## src/rtl/shift_pkg.sv

```systemverilog
// Shared types, constants and helpers for the shift stream controller.
package shift_pkg;

  localparam int unsigned WIDTH = 16;
  localparam int unsigned SHW   = 4;

  localparam logic [1:0] OP_LSR = 2'b00;
  localparam logic [1:0] OP_ASR = 2'b01;
  localparam logic [1:0] OP_LSL = 2'b10;
  localparam logic [1:0] OP_ROR = 2'b11;

  typedef enum logic [1:0] {
    IDLE  = 2'd0,
    EXEC  = 2'd1,
    PASS2 = 2'd2
  } state_e;

  // Captured request payload
  typedef struct packed {
    logic [WIDTH-1:0] data;
    logic [SHW-1:0]   amt;
    logic [1:0]       op;
  } req_t;

  // Bit reversal used to turn the right shifter into a left shifter
  function automatic logic [WIDTH-1:0] bitrev16(input logic [WIDTH-1:0] v);
    logic [WIDTH-1:0] r;
    for (int i = 0; i < int'(WIDTH); i++) begin
      r[i] = v[WIDTH-1-i];
    end
    return r;
  endfunction

endpackage

```

## src/rtl/shift_stream_controller_shifter.sv

```systemverilog
// Combinational 16-bit logical right barrel shifter (log2 stages).
module RightBarrelShifter
  import shift_pkg::*;
(
  input  logic [WIDTH-1:0] in_data,
  input  logic [SHW-1:0]   amt,
  output logic [WIDTH-1:0] out_data
);

  logic [WIDTH-1:0] s0;
  logic [WIDTH-1:0] s1;
  logic [WIDTH-1:0] s2;

  // One stage per amount bit: shift by 1, 2, 4, 8
  always_comb begin
    s0       = amt[0] ? (in_data >> 1) : in_data;
    s1       = amt[1] ? (s0 >> 2)      : s0;
    s2       = amt[2] ? (s1 >> 4)      : s1;
    out_data = amt[3] ? (s2 >> 8)      : s2;
  end

endmodule

```

## src/rtl/shift_stream_controller.sv

```systemverilog
// Valid/ready front end driving one shared right barrel shifter for LSR/ASR/LSL/ROR.
module shift_stream_controller
  import shift_pkg::*;
(
  input  logic             clk,
  input  logic             reset,
  input  logic             in_valid,
  output logic             in_ready,
  input  logic [WIDTH-1:0] in_data,
  input  logic [SHW-1:0]   in_amt,
  input  logic [1:0]       in_op,
  output logic             out_valid,
  input  logic             out_ready,
  output logic [WIDTH-1:0] out_data
);

  state_e           state_q, state_d;
  req_t             req_q, req_d;
  logic [WIDTH-1:0] part_q, part_d;
  logic             out_valid_q, out_valid_d;
  logic [WIDTH-1:0] out_data_q, out_data_d;

  logic             in_ready_c;
  logic             retire_c;
  logic             single_pass_c;
  logic             neg_c;
  logic [WIDTH-1:0] sh_in_c;
  logic [SHW-1:0]   sh_amt_c;
  logic [WIDTH-1:0] sh_out_c;
  logic [WIDTH-1:0] result_c;

  assign in_ready  = in_ready_c;
  assign out_valid = out_valid_q;
  assign out_data  = out_data_q;

  assign retire_c      = !out_valid_q || out_ready;
  assign single_pass_c = !((req_q.op == OP_ROR) && (req_q.amt != SHW'(0)));
  assign neg_c         = (req_q.op == OP_ASR) && req_q.data[WIDTH-1];

  // Pre-shift mapping: inversion for negative ASR, reversal for LSL and ROR second pass
  always_comb begin
    sh_in_c  = req_q.data;
    sh_amt_c = req_q.amt;
    if ((state_q == PASS2) || (req_q.op == OP_LSL)) begin
      sh_in_c = bitrev16(req_q.data);
    end else if (neg_c) begin
      sh_in_c = ~req_q.data;
    end
    if (state_q == PASS2) begin
      sh_amt_c = (~req_q.amt) + SHW'(1);
    end
  end

  RightBarrelShifter u_shifter (
    .in_data  (sh_in_c),
    .amt      (sh_amt_c),
    .out_data (sh_out_c)
  );

  // Post-shift mapping: undo reversal/inversion, merge ROR halves
  always_comb begin
    result_c = sh_out_c;
    if (state_q == PASS2) begin
      result_c = part_q | bitrev16(sh_out_c);
    end else if (req_q.op == OP_LSL) begin
      result_c = bitrev16(sh_out_c);
    end else if (neg_c) begin
      result_c = ~sh_out_c;
    end
  end

  // Next-state, handshake and output-stage update
  always_comb begin
    state_d     = state_q;
    req_d       = req_q;
    part_d      = part_q;
    out_valid_d = out_valid_q && !out_ready;
    out_data_d  = out_data_q;
    in_ready_c  = 1'b0;

    case (state_q)
      IDLE: begin
        in_ready_c = 1'b1;
      end
      EXEC: begin
        if (!single_pass_c) begin
          part_d  = result_c;
          state_d = PASS2;
        end else if (retire_c) begin
          out_valid_d = 1'b1;
          out_data_d  = result_c;
          in_ready_c  = 1'b1;
          state_d     = IDLE;
        end
      end
      PASS2: begin
        if (retire_c) begin
          out_valid_d = 1'b1;
          out_data_d  = result_c;
          in_ready_c  = 1'b1;
          state_d     = IDLE;
        end
      end
      default: begin
        state_d = IDLE;
      end
    endcase

    if (in_valid && in_ready_c) begin
      req_d.data = in_data;
      req_d.amt  = in_amt;
      req_d.op   = in_op;
      state_d    = EXEC;
    end
  end

  // State and datapath registers
  always_ff @(posedge clk or posedge reset) begin
    if (reset) begin
      state_q     <= IDLE;
      req_q       <= '0;
      part_q      <= '0;
      out_valid_q <= 1'b0;
      out_data_q  <= '0;
    end else begin
      state_q     <= state_d;
      req_q       <= req_d;
      part_q      <= part_d;
      out_valid_q <= out_valid_d;
      out_data_q  <= out_data_d;
    end
  end

endmodule

```

## config.mk

```make
export PLATFORM = sky130hd
export DESIGN_NAME = shift_stream_controller
export DESIGN_NICKNAME = d
export VERILOG_FILES = /design/src/rtl/shift_pkg.sv /design/src/rtl/shift_stream_controller_shifter.sv /design/src/rtl/shift_stream_controller.sv
export SDC_FILE = /design/constraint.sdc
export NUM_CORES = 1
export LEC_CHECK = 0
export BUFFER_PORTS_ARGS = -buffer_cell sky130_fd_sc_hd__buf_2
export CAP_MARGIN = 20
export CORE_AREA = 4 4 128 130
export CTS_CLUSTER_DIAMETER = 120
export CTS_CLUSTER_SIZE = 8
export DETAILED_ROUTE_END_ITERATION = 8
export DIE_AREA = 0 0 132 134
export PLACE_DENSITY = 0.56
export SYNTH_ARGS = -nofsm -noshare
export SYNTH_HDL_FRONTEND = slang
export SYNTH_SLANG_ARGS = --single-unit
export TNS_END_PERCENT = 5
```

## constraint.sdc

```tcl
create_clock -name clk -period 3.5 [get_ports clk]
set_clock_uncertainty 0.15 [all_clocks]
set_input_delay 0.35 -clock clk [delete_from_list [all_inputs] [get_ports clk]]
set_output_delay 0.35 -clock clk [all_outputs]
set_load 0.02 [all_outputs]
```

## Yosys cells after proc, flatten, opt, wreduce, memory -nomap -nowiden

Cells that the tools add are included.

| storage, ports and cells | value |
|---|---|
| register bits after elaboration | 57 |
| input bits | 26 |
| output and inout port bits | 18 |
| logic and storage cells | 55 |

| cells by class | value |
|---|---|
| $add $sub $neg | 1 |
| eq/ne operators | 7 |
| muxes and demuxes | 23 |
| bitwise gates (word level) | 4 |
| reduce and logical (&&, ||, !) cells | 13 |

Operators by type and width:

| kind | number |
|---|---|
| two-way mux 16 bit | 11 |
| inverter 16 bit | 2 |
| one-hot mux 16 bit (2 select lines) | 1 |
| bitwise OR 16 bit | 1 |
| equality test 2 bit (second input constant) | 3 |
| two-way mux 2 bit | 3 |
| one-hot mux 2 bit (3 select lines) | 1 |
| adder 4 x 1 -> 4 bit (second input constant) | 1 |
| equality test 2 x 1 -> 1 bit (second input constant) | 2 |
| logical AND 1 bit | 4 |
| two-way mux 1 bit | 4 |
| two-way mux 4 bit | 1 |
| inequality test 2 bit (second input constant) | 2 |
| inverter 4 bit | 1 |
| AND reduction 2 bit | 2 |
| nonzero test 4 bit | 1 |
| one-hot mux 1 bit (3 select lines) | 1 |
| zero test 1 bit | 2 |
| zero test 2 bit | 1 |
| logical OR 1 bit | 2 |
| one-hot mux 1 bit (2 select lines) | 1 |
| nonzero test 2 bit | 1 |

## Logic depth before layout (Yosys ltp)

| depth | value |
|---|---|
| depth after elaboration | 15 |
| mapped depth | 13 |
| mapped depth without buffers | 10 |

## Hierarchy

A second synthesis with hierarchy kept.

| second synthesis, totals | value |
|---|---|
| cell total of the unflattened synthesis | 429 |
| area total of the unflattened synthesis | 4197.8 sq um |

Modules (own cells, without submodules):

| module | times used | cells each | area each (sq um) | seq. area each (sq um) |
|---|---|---|---|---|
| shift_stream_controller | 1 | 359 | 3483.3 | 1426.4 |
| RightBarrelShifter | 1 | 70 | 714.4 | 0.0 |

## Worst setup path after synthesis

OpenSTA, ideal clock, no wires.

| path | value |
|---|---|
| path type | register to register |
| start | register req_q[2] (netlist name) |
| end | register out_data_q[15] (netlist: out_data[15]) |
| library setup time | 125 ps |
| arrival | 3208 ps |
| required time | 3225 ps |
| setup slack | 17 ps |
| cell stages (with the launch flop) | 10 |
| cell sequence | dfrtp_1 clkbuf_1 clkinv_1 ha_1 mux2i_2 mux2_2 mux4_2 a221o_1 a2bb2oi_1 mux2_2 |

| between the ends | value |
|---|---|
| longest elaborated chain between the ends | 14 |
| elaborated cells between the ends (all ways) | 19 |
| classes of those cells | add/sub: 1; eq/ne: 1; mux: 11; bitwise: 3; reduce/logical: 3 |

RTL lines:

| element | line | source |
|---|---|---|
| start, declared | shift_stream_controller.sv:18 | `req_t req_q, req_d;` |
| start signal, assigned | shift_stream_controller.sv:127 | `req_q <= req_d;` |
| inverter 4 bit | shift_stream_controller.sv:50 | `sh_amt_c = (~req_q.amt) + SHW'(1);` |
| adder 4 x 1 -> 4 bit | shift_stream_controller.sv:50 |  |
| two-way mux 4 bit | shift_stream_controller.sv:49 | `if (state_q == PASS2) begin` |
| two-way mux 16 bit | shift_stream_controller_shifter.sv:16 | `s0 = amt[0] ? (in_data >> 1) : in_data;` |
| two-way mux 16 bit | shift_stream_controller_shifter.sv:17 | `s1 = amt[1] ? (s0 >> 2) : s0;` |
| two-way mux 16 bit | shift_stream_controller_shifter.sv:18 | `s2 = amt[2] ? (s1 >> 4) : s1;` |
| two-way mux 16 bit | shift_stream_controller_shifter.sv:19 | `out_data = amt[3] ? (s2 >> 8) : s2;` |
| inverter 16 bit | shift_stream_controller.sv:68 | `result_c = ~sh_out_c;` |
| two-way mux 16 bit | shift_stream_controller.sv:67 | `end else if (neg_c) begin` |
| two-way mux 16 bit | shift_stream_controller.sv:65 | `end else if (req_q.op == OP_LSL) begin` |
| two-way mux 16 bit | shift_stream_controller.sv:63 | `if (state_q == PASS2) begin` |
| two-way mux 16 bit | shift_stream_controller.sv:89, shift_stream_controller.sv:97 |  |
| two-way mux 16 bit | shift_stream_controller.sv:86 | `if (!single_pass_c) begin` |
| one-hot mux 16 bit (2 select lines) | shift_stream_controller.sv:81 | `case (state_q)` |
| end signal, assigned | shift_stream_controller.sv:130 | `out_data_q <= out_data_d;` |
| end, declared | shift_stream_controller.sv:21 | `logic [WIDTH-1:0] out_data_q, out_data_d;` |

Parallel ways exist; a longest one is shown, timed or not. The select of a mux whose other input is x is not followed.
A chain may end at the register's enable or synchronous reset.

## Worst setup path after layout

| path | value |
|---|---|
| start | register state_q[0] |
| end | register part_q[2] |

| between the ends | value |
|---|---|
| longest elaborated chain between the ends | 11 |
| elaborated cells between the ends (all ways) | 15 |
| classes of those cells | eq/ne: 2; mux: 9; bitwise: 2; reduce/logical: 2 |

RTL lines:

| element | line | source |
|---|---|---|
| start, declared | shift_stream_controller.sv:17 | `state_e state_q, state_d;` |
| start signal, assigned | shift_stream_controller.sv:126 | `state_q <= state_d;` |
| equality test 2 bit | shift_stream_controller.sv:44, shift_stream_controller.sv:49, shift_stream_controller.sv:63 |  |
| logical OR 1 bit | shift_stream_controller.sv:44 | `if ((state_q == PASS2) \|\| (req_q.op == OP_LSL)) begin` |
| two-way mux 16 bit | shift_stream_controller.sv:44 |  |
| two-way mux 16 bit | shift_stream_controller_shifter.sv:16 |  |
| two-way mux 16 bit | shift_stream_controller_shifter.sv:17 |  |
| two-way mux 16 bit | shift_stream_controller_shifter.sv:18 |  |
| two-way mux 16 bit | shift_stream_controller_shifter.sv:19 |  |
| inverter 16 bit | shift_stream_controller.sv:68 |  |
| two-way mux 16 bit | shift_stream_controller.sv:67 |  |
| two-way mux 16 bit | shift_stream_controller.sv:65 |  |
| two-way mux 16 bit | shift_stream_controller.sv:63 |  |
| end signal, assigned | shift_stream_controller.sv:128 | `part_q <= part_d;` |
| end, declared | shift_stream_controller.sv:19 | `logic [WIDTH-1:0] part_q, part_d;` |

Parallel ways exist; a longest one is shown, timed or not.

==> impl_metrics.toml <==
[run_status]
status = "complete, no violations"

[logic_synthesis]
synth.yosys.seq_area_share_pct = 31.7
count_of_flip_flops_with_a_built_in_enable_after_synthesis = 0
mappedNetlistArea_mm2 = 0.00450
synthesis.yosys.warnings = 0
number_of_distinct_standard_cells_referenced_by_the_synthesized_netlist = 77
synth_flop_cell = "dfrtp_1"
async_flop_share_pct = 100
synth_area_per_cell_um2 = 8.51
synth_cells = 529
synth-seq-cells = 57
net_count_of_the_mapped_netlist = 560

[floorplanning]
start_util_pct = 29.7
floorplan.die.height_um = 134
placeableCoreArea_mm2 = 0.0151
chipWidth_um = 132
design.portCount = 44
fp.dieArea_mm2 = 0.0177
row_count = 45

[worst_hold_path]
worstHoldPathType = "in -> async"

[critical_path]
cp_data_arrival_time_ns = 3.35
worstSetupPathType = "reg -> reg"
cp-startpoint = "state_q[0]$_DFFE_PP0P_"
crit_path_max_fanout = 11
crit_path_end_kind = "flip-flop"
crit-reg2reg-launch = "state_q[0]$_DFFE_PP0P_"
worst-endpoint-required_ns = 3.56
worstSetupStartpointType = "flip-flop"

[finish]
n_antenna_cell = 0
fillerInstances = 1563
design.final.nets = 616
area_overhead_vs_synth_pct = 19.8
finalInstanceArea_mm2 = 0.00539
most_common_cell_after_layout_fill_and_taps_aside = "dfrtp_1"
mostFrequentLayoutCells = "dfrtp_1, nor2_1, buf_2"
final_layout_size_suffix_gt1_share_pct = 24.9
final_core_utilization_pct = 35.6

[timing]
hold_viol = 0
worstMarginPinSlew_ns = 0.812
rsz_0062_raised_after_global_routing = "no"
final-setup-viol-count = 0
max-slew-margin-rel_pct = 45.8
timing.final.max_slew_violations = 0
finalSetupTns_ns = 0
max_clock_freq_ghz = 0.304
post-route-period-util_pct = 94.1
timing.final.crit_period_ns = 3.29

[place]
port-buffer-count = 43
hpwl_um = 10500
gp_congestion = 0.954
dpl_cell_area_mm2 = 0.00508

[routing]
num_vias = 4371
detail_route.wl_per_cell_um = 18.0
remaining_drc_errors = 0
number_of_detailed_routing_iterations_run_before_antenna_repair = 5
totalWireLength_um = 14000
drt_iter0_markers = 379
routed_via_density = 5.62
antenna_left = 0

[global_routing]
first_global_vias = 4253
grt_start_max_net_pins = 37
grt_pass1_wl_um = 22900
globalRoute.totalOverflow = 0
grt_util_all_layers_pct = 16.2
grt_antenna_before_repair = 0

[run]
cap_viol_max_count = 0

[cts]
clock_insertion_delay_at_the_later_pin_of_the_skew_report_ns = 0.34
htree_num_levels = 3
clock_tree.root_cell = "clkbuf_16"
post_cts_buffers = 0
cts_inserted_buffers = 9
cts.path.max_buffers = 2
clock-sinks = 57
tritoncts_clock_tree = "built"
clk_pin_slew_ns = 0.05
==> registers in the layout, indices dropped and copies added (netlist names) <==
signal     flops
state_q        2
out_valid      1
part_q        16
out_data      16
req_q         22
==> cell usage after synthesis (14+ instances only) <==
master | n | area [um^2]
nor2_1 | 52 | 195
and3_1 | 14 | 87.6
nand2b_1 | 19 | 119
mux2_2 | 28 | 315
nand2_1 | 37 | 139
a31oi_1 | 15 | 93.8
mux2i_1 | 16 | 160
o21ai_1 | 19 | 95.1
o21ai_0 | 26 | 130
a21oi_1 | 34 | 170
dfrtp_1 | 57 | 1430
clkbuf_1 | 17 | 63.8
==> logic make-up (layout without fill, tap and decap cells) <==
logic type	count (synthesis)	after routing	synth area share [%]
AOI/OAI and AO/OA	169	169	25.0
xor gates and xnor gates	9	9	1.75
adders and majority gates	5	5	1.39
buffers and inverters	52	113	5.42
DFF	57	57	31.7
muxes	51	51	13.2
and+or+nand+nor	186	186	21.5
==> routing by layer <==
| metal | GRT usage (%) | up-vias | share of wire [%] |
|---|---|---|---|
| li1 | - | 2100 | - |
| met3 | 3.86 | 14 | 5.5 |
| met1 | 22.0 | 2124 | 47 |
| met5 | 0 | - | 0 |
| met4 | 4.67 | 0 | 1.4 |
| met2 | 25.6 | 133 | 46 |
==> worst paths after layout <==
check | depth (start not counted) | slack [ns] | endpoint
max in group asynchronous | 3 | 2.37 | part_q[7]$_DFFE_PP0P_
max | 10 | 0.21 | part_q[2]$_DFFE_PP0P_
min reg2reg | 2 | 0.34 | out_data[9]$_DFFE_PP0P_
min in group clk | 2 | 0.04 | state_q[1]$_DFFE_PP0P_
min | 2 | 0.03 | req_q[20]$_DFFE_PP0P_
max reg2reg | 10 | 0.21 | part_q[2]$_DFFE_PP0P_
==> through the flow <==
| stage | hold slack, ns | instances | worst slack (ns) |
|---|---|---|---|
| 4_1_cts | 0.0312 | 778 | 0.0977 |
| 3_3_place_gp | 0.313 | 762 | 0.167 |
| 6_report | 0.0257 | 778 | 0.207 |
| 2_1_floorplan | 0.282 | 529 | 0.0170 |
| 3_5_place_dp | 0.329 | 762 | 0.121 |
| 5_1_grt | 0.0355 | 778 | 0.0229 |
==> area by class of cell <==
class / count / area (um^2) / share of cell area, %
clock buffer: 11 / 243 / 4.50
tap: 188 / 235 / 4.36
timing repair buffer: 84 / 536 / 9.93
multi-input combinational: 420 / 2850 / 52.8
inverter: 13 / 48.8 / 0.905
sequential: 57 / 1430 / 26.5
clock inverter: 5 / 55.1 / 1.02
==> critical path, cell delays in order, from the launching register on <==
cell and delay, ns:
dfrtp_1 0.41, inv_1 0.13, ha_4 0.25, mux2_2 0.47, o2111ai_1 0.28, and2_1 0.23
o221ai_1 0.14, a222oi_1 0.56, buf_4 0.23, mux2i_1 0.22, a31oi_1 0.11
==> what timing repair did <==
item	in CTS	in global routing
setup endpoints to repair	0	7
gates resized for setup	0	4
hold buffers	0	0
Power is not shown: default switching activity piles up to over one toggle a cycle in this logic, so the estimate is an artifact.
